==> config.mk <==
export PLATFORM = sky130hd
export DESIGN_NAME = id_stage
export DESIGN_NICKNAME = d
export VERILOG_FILES = /design/src/rtl/mips_pkg.sv /design/src/rtl/id_decoder.sv /design/src/rtl/id_stage.sv
export SDC_FILE = /design/constraint.sdc
export NUM_CORES = 1
export LEC_CHECK = 0
export BUFFER_PORTS_ARGS = -buffer_cell sky130_fd_sc_hd__buf_4
export CORE_ASPECT_RATIO = 1.4
export CORE_MARGIN = 2
export CORE_UTILIZATION = 38
export DETAILED_ROUTE_END_ITERATION = 8
export GPL_ROUTABILITY_DRIVEN = 1
export GPL_TIMING_DRIVEN = 0
export PLACE_DENSITY_LB_ADDON = 0.15
export SYNTH_ARGS = -nofsm -noshare
export SYNTH_HDL_FRONTEND = slang
export SYNTH_SLANG_ARGS = --single-unit
==> constraint.sdc <==
create_clock -name clk -period 2.1 [get_ports clk]
set_clock_uncertainty 0.05 [all_clocks]
set_input_delay 0 -clock clk [delete_from_list [all_inputs] [get_ports clk]]
set_output_delay 0 -clock clk [all_outputs]
set_load 0.01 [all_outputs]
==> src/rtl/mips_pkg.sv <==
// Shared MIPS32 encoding constants, decoded-field bundle and format classifier.
// Pure definitions; no timing or flow-control behaviour.
package mips_pkg;

    localparam logic [5:0] OP_SPECIAL = 6'b000000;
    localparam logic [5:0] OP_REGIMM  = 6'b000001;
    localparam logic [5:0] OP_J       = 6'b000010;
    localparam logic [5:0] OP_JAL     = 6'b000011;
    localparam logic [5:0] OP_ADDIU   = 6'b001001;
    localparam logic [5:0] OP_LUI     = 6'b001111;
    localparam logic [5:0] OP_COP0    = 6'b010000;
    localparam logic [5:0] OP_COP1    = 6'b010001;
    localparam logic [5:0] OP_COP2    = 6'b010010;
    localparam logic [5:0] OP_COP3    = 6'b010011;

    localparam logic [1:0] IT_R   = 2'b00;
    localparam logic [1:0] IT_I   = 2'b01;
    localparam logic [1:0] IT_J   = 2'b10;
    localparam logic [1:0] IT_COP = 2'b11;

    localparam int OPC_LSB   = 26;
    localparam int RS_LSB    = 21;
    localparam int RT_LSB    = 16;
    localparam int RD_LSB    = 11;
    localparam int SA_LSB    = 6;
    localparam int FUNCT_LSB = 0;

    typedef struct packed {
        logic [5:0]  opcode;
        logic [4:0]  format;
        logic [5:0]  funct;
        logic [4:0]  rs;
        logic [4:0]  rt;
        logic [4:0]  rd;
        logic [15:0] imm;
        logic [25:0] offset;
        logic [4:0]  base;
        logic [4:0]  sa;
        logic [4:0]  bltz;
        logic [1:0]  i_type;
    } fields_t;

    // REGIMM and any undefined opcode fall through to I-type.
    function automatic logic [1:0] classify(input logic [5:0] op);
        logic [1:0] t;
        t = IT_I;
        case (op)
            OP_SPECIAL:                        t = IT_R;
            OP_J, OP_JAL:                      t = IT_J;
            OP_COP0, OP_COP1, OP_COP2, OP_COP3: t = IT_COP;
            default:                           t = IT_I;
        endcase
        return t;
    endfunction

endpackage

==> src/rtl/id_decoder.sv <==
// Combinational split of an instruction word into MIPS32 fields plus format class.
// Zero latency; no flow control.
module id_decoder
    import mips_pkg::*;
(
    input  logic [31:0] instr_i,
    output fields_t     fields_o
);

    always_comb begin
        fields_o        = '0;
        fields_o.opcode = instr_i[OPC_LSB +: 6];
        fields_o.format = instr_i[RS_LSB +: 5];
        fields_o.funct  = instr_i[FUNCT_LSB +: 6];
        fields_o.rs     = instr_i[RS_LSB +: 5];
        fields_o.rt     = instr_i[RT_LSB +: 5];
        fields_o.rd     = instr_i[RD_LSB +: 5];
        fields_o.imm    = instr_i[15:0];
        fields_o.offset = instr_i[25:0];
        fields_o.base   = instr_i[RS_LSB +: 5];
        fields_o.sa     = instr_i[SA_LSB +: 5];
        fields_o.bltz   = instr_i[RT_LSB +: 5];
        fields_o.i_type = classify(instr_i[OPC_LSB +: 6]);
    end

endmodule

==> src/rtl/id_stage.sv <==
// ID stage: decodes the IF instruction into the ID/EX register, 1-cycle latency.
// A halt from fetch or control loads a NOP bubble (pc still tracks); rs/rt read addresses are combinational.
module id_stage
    import mips_pkg::*;
(
    input  logic        clk,
    input  logic        reset,
    input  logic [31:0] instruction,
    input  logic [31:0] pc_in,
    input  logic        halt_fetch,
    input  logic        halt_control,
    output logic [5:0]  opcode,
    output logic [4:0]  format,
    output logic [5:0]  funct,
    output logic [4:0]  rs,
    output logic [4:0]  rt,
    output logic [4:0]  rd,
    output logic [15:0] imm,
    output logic [25:0] offset,
    output logic [4:0]  base,
    output logic [4:0]  sa,
    output logic [4:0]  bltz,
    output logic [31:0] pc_out,
    output logic        halt_out,
    output logic [1:0]  i_type,
    output logic [4:0]  rs_reg,
    output logic [4:0]  rt_reg
);

    fields_t     dec;
    fields_t     fields_d, fields_q;
    logic [31:0] pc_q;
    logic        halt_d, halt_q;

    id_decoder u_dec (
        .instr_i  (instruction),
        .fields_o (dec)
    );

    // An all-zero field bundle is exactly sll $0,$0,0 classified as R-type.
    always_comb begin
        halt_d   = halt_fetch | halt_control;
        fields_d = halt_d ? '0 : dec;
    end

    always_ff @(posedge clk or posedge reset) begin
        if (reset) begin
            fields_q <= '0;
            pc_q     <= '0;
            halt_q   <= 1'b0;
        end else begin
            fields_q <= fields_d;
            pc_q     <= pc_in;
            halt_q   <= halt_d;
        end
    end

    assign opcode   = fields_q.opcode;
    assign format   = fields_q.format;
    assign funct    = fields_q.funct;
    assign rs       = fields_q.rs;
    assign rt       = fields_q.rt;
    assign rd       = fields_q.rd;
    assign imm      = fields_q.imm;
    assign offset   = fields_q.offset;
    assign base     = fields_q.base;
    assign sa       = fields_q.sa;
    assign bltz     = fields_q.bltz;
    assign i_type   = fields_q.i_type;
    assign pc_out   = pc_q;
    assign halt_out = halt_q;

    assign rs_reg = instruction[RS_LSB +: 5];
    assign rt_reg = instruction[RT_LSB +: 5];

endmodule

# Word-level counts from Yosys, hierarchy flattened
# Index checks and enable logic that the tools add are counted.
op_classes:
  div_mod_pow: 0
  addsub: 0
  n_shift: 0
  reduce_logical: 3
  n_bitwise: 1
  n_lt_le_gt_ge: 0
  n_mux: 2
  n_mul: 0
  n_eq_ne: 6
op_table:
  columns: ["op", "n"]
  rows:
  - ["$mux 91", 1]
  - ["$eq 6x5->1 const B", 4]
  - ["$eq 6x2->1 const B", 2]
  - ["$logic_not 6->1", 1]
  - ["$pmux 2 s3", 1]
  - ["$reduce_or 4->1", 1]
  - ["$reduce_or 2->1", 1]
  - ["$or 1x1->1", 1]
totals:
  out_inout_bits: 134
  rom_bits: 0
  latch_bits: 0
  elab_cells: 26
  ff_bits: 124
  mem_bits_rw: 0
  memories: 0

# Depth between registers and ports, before layout
logic_depth:
  word_depth: 4
  mapped_depth: 3
  ltp_nobuf: 3

# By module
# A second synthesis with hierarchy kept.
hier_totals:
  cells_unflattened: 340
  area_unflattened_um2: 5183.7
by_module_without_submodules:
  columns: ["module", "cells_each", "seq_area_each_um2", "instances", "area_each_um2"]
  rows:
  - ["id_stage", 247, 3103.0, 1, 4484.3]
  - ["id_decoder", 93, 0.0, 1, 699.4]

# Least setup slack after synthesis
# Ideal clock, no wire load.
synth_path:
  path_kind: "input port to flip-flop"
  start: "in instruction[29]"
  end: "reg fields_q, in the netlist i_type[0]"
  n_path_buf: 0
  path_slack_ps: 1296
  arrival_time_ps: 631
  cell_stages: 2
  path_cell_list: "or3_4 o31a_1"
synth_lines:
  columns: ["element", "line", "text"]
  rows:
  - ["start, declared", "id_stage.sv:8", "input logic [31:0] instruction,"]
  - ["end signal, assigned", "id_stage.sv:52", "fields_q <= fields_d;"]
  - ["end, declared", "id_stage.sv:31", "fields_t fields_d, fields_q;"]

==> qor.txt <==
Setup violators final: 0
Initial core utilization: 39.3%
Worst-path clk slew: 0.07 ns
Tmin final: 1.71 ns
Sw Share: 22.3%
Internal power: 2510 uW
Pre-CTS setup slack: 0.951 ns
Distinct cell type count after synthesis: 11
Crit path max fanout: 7
Most used cell along the critical path: dlygate4sd3_1
RSZ-0062 raised after global routing: no
Share of total power in the clock network: 39.5%
Actual slew at the worst max-slew pin: 0.600 ns
Syn Nets: 245
Ys async rst share: 100%
CTS Root Cell: clkbuf_8
Die outline width: 71.7 um
WP data arrival: 1.91 ns
Crit path kind: in2reg
Port bufs: 201
Clock Sinks: 67
Number of flops mapped to enable cells by yosys: 0
Combinational Power Share: 17.9%
CP Data Required Time: 2.30 ns
Register bit total from synthesis: 67
Slowest stage delay, CP: 0.64 ns
Die Area: 7080 um2
I/O pin total: 202
Post-synth top area share: 68.8%
NetSw: 720 uW
GRT Total Usage: 23.4%
Leak: 0.00273 uW
CTS max path bufs: 2
H-tree Lvls: 3
Largest net degree at the start of global routing: 41
Area Growth Syn to Fin: 104%
Final ANT Viol Nets: 0
HPWL Detailed: 5240 um
Cells on Worst Hold Path: 3
Rel. slew slack: 59.9%
Post-cts resize count: 0
Pwr Density: 650 nW/um2
Slowest CP cell: dlygate4sd3_1
Max-cap viol count: 0
Multi-input gate area: 240 um2
Drt drc: 0
Final period util: 81.5%
Final Non-Filler Cells: 534
Final hold vios: 0
Area leader, netlist: dfrtp_1
Slew Viols, Final: 0
Core area: 6210 um2
Routed len/inst: 15.2 um
Crit path to: i_type[1]
Die H: 98.8 um
Yosys warnings: 0
Synth top area cells: dfrtp_1 69%, buf_4 21%, and2_1 8.0%
Post-Route WL: 8090 um
Post-route setup slack: 0.389 ns
Vias in the first global route: 2,427
CP Capture Type: register
Nets: 525
Max VDD drop: 0.000567 V
Hold slack: 0.0217 ns
Vias/cell: 4.17
First-pass GRT wire length: 12,300 um
DP Cell Count: 451
F_max: 584 MHz
Layout cells sized above 1: 62.1%
Post-CTS Setup Bufs: 0
Site Rows: 34
Mapped Area: 2440 um2
TritonCTS clock tree: built
Status: complete, no violations
Synth Flop Type: dfrtp_1
Vias: 2,226
Post-synth top cells: 67 x buf_4, 67 x dfrtp_1, 31 x and2_1
Fill cells: 414
GRT overflow: 0
First DRT Iteration DRCs: 37
CP startpoint kind: input pin
Seq/Total Area, Yosys: 68.8%
Avg Cell Area, Syn: 13.8 um2
# diodes: 0
First-pass iteration count of the detailed router: 4
Crit. Startpoint: halt_fetch
Num CTS Buffers: 9
Hold/Removal Path Class: in2reg
Antenna violations before repair: 0
Post-Synthesis Cells: 177
FF/Latch Area: 1680 um2
GP Congestion: 0.744
Sequential power share: 42.7%
Crit path cell chain: dlygate4sd3_1, buf_4, nor2_1, dlygate4sd3_1, inv_1, nor3_1
cell type report:
type,instances,share of cell area (%)
clock inverter,6,2.27
tap,72,1.81
multi-input combinational,38,4.84
buffer,70,10.4
clock buffer,10,2.57
timing repair buffer,269,44.3
inverter,2,0.151
sequential,67,33.7
how the worst min path moves through the flow:
stage,from,to
6_report,halt_control,opcode[5]
3_5_place_dp,reset,pc_out[25]
4_1_cts,halt_control,opcode[5]
3_3_place_gp,pc_in[16],pc_out[16]
5_1_grt,halt_control,bltz[1]
2_1_floorplan,pc_in[0],pc_out[0]
metrics by stage:
step | area [um2] | TNS [ns] | utilization [%] | total power (uW)
floorplan | 2440 | 0 | - | 1570
global placement | 4040 | -24.16 | 65.0 | 1850
detailed placement | 4060 | 0 | 65.3 | 1870
CTS | 4970 | 0 | 80.0 | 3250
global route | 4970 | 0 | 80.0 | 3360
finish | 4970 | 0 | 80.0 | 3230
per-layer routing:
metal | vias up | share of wire (%) | track usage, % | wire length, um
li1 | 1032 | - | - | -
met1 | 1051 | 31 | 22.1 | 2510
met2 | 128 | 58 | 45.4 | 4660
met3 | 15 | 9.3 | 8.28 | 754
met4 | 0 | 2.0 | 7.40 | 162
met5 | - | 0 | 0 | 0
state kept, by name, indices dropped and copies added (netlist names):
| register | cells |
|---|---|
| sa | 4 |
| base | 4 |
| pc_out | 32 |
| offset | 14 |
| i_type | 2 |
| opcode | 6 |
| bltz | 4 |
| halt_out | 1 |
power by group through the flow:
stage / clock network (uW) / registers, uW / logic, uW
floorplan: 0 / 1430 / 146
global placement: 0 / 1400 / 456
detailed placement: 0 / 1400 / 470
CTS: 1300 / 1380 / 572
global route: 1360 / 1380 / 616
finish: 1270 / 1380 / 577
cells in the final DEF, fill, tap and decap left out:
cell type / count
nor3_1: 1
clkbuf_1: 4
buf_4: 268
dlygate4sd3_1: 67
bufinv_16: 3
clkinv_2: 1
or3_4: 1
nor2_1: 2
clkbuf_8: 9
inv_6: 1
inv_2: 1
o31a_1: 1
and2_2: 1
buf_12: 1
and2_1: 31
clkinv_4: 1
dfrtp_1: 67
nor2b_1: 1
inv_1: 1
worst max-delay path, delay by kind of cell:
kind                   cells  cell delay (ns)
buffers and inverters      4             1.37
AND/OR/NAND/NOR            2             0.54
cell families after synthesis:
kind of cell | synth area share, %
simple gates | 9.49
compound gates | 0.359
buf+inv | 21.4
flops | 68.8
what timing repair did:
item,4_1_cts,5_1_grt
hold buffers,67,0
setup endpoints to repair,0,0
endpoints found under the hold margin,94,0
(Power assumes the default switching activity.)
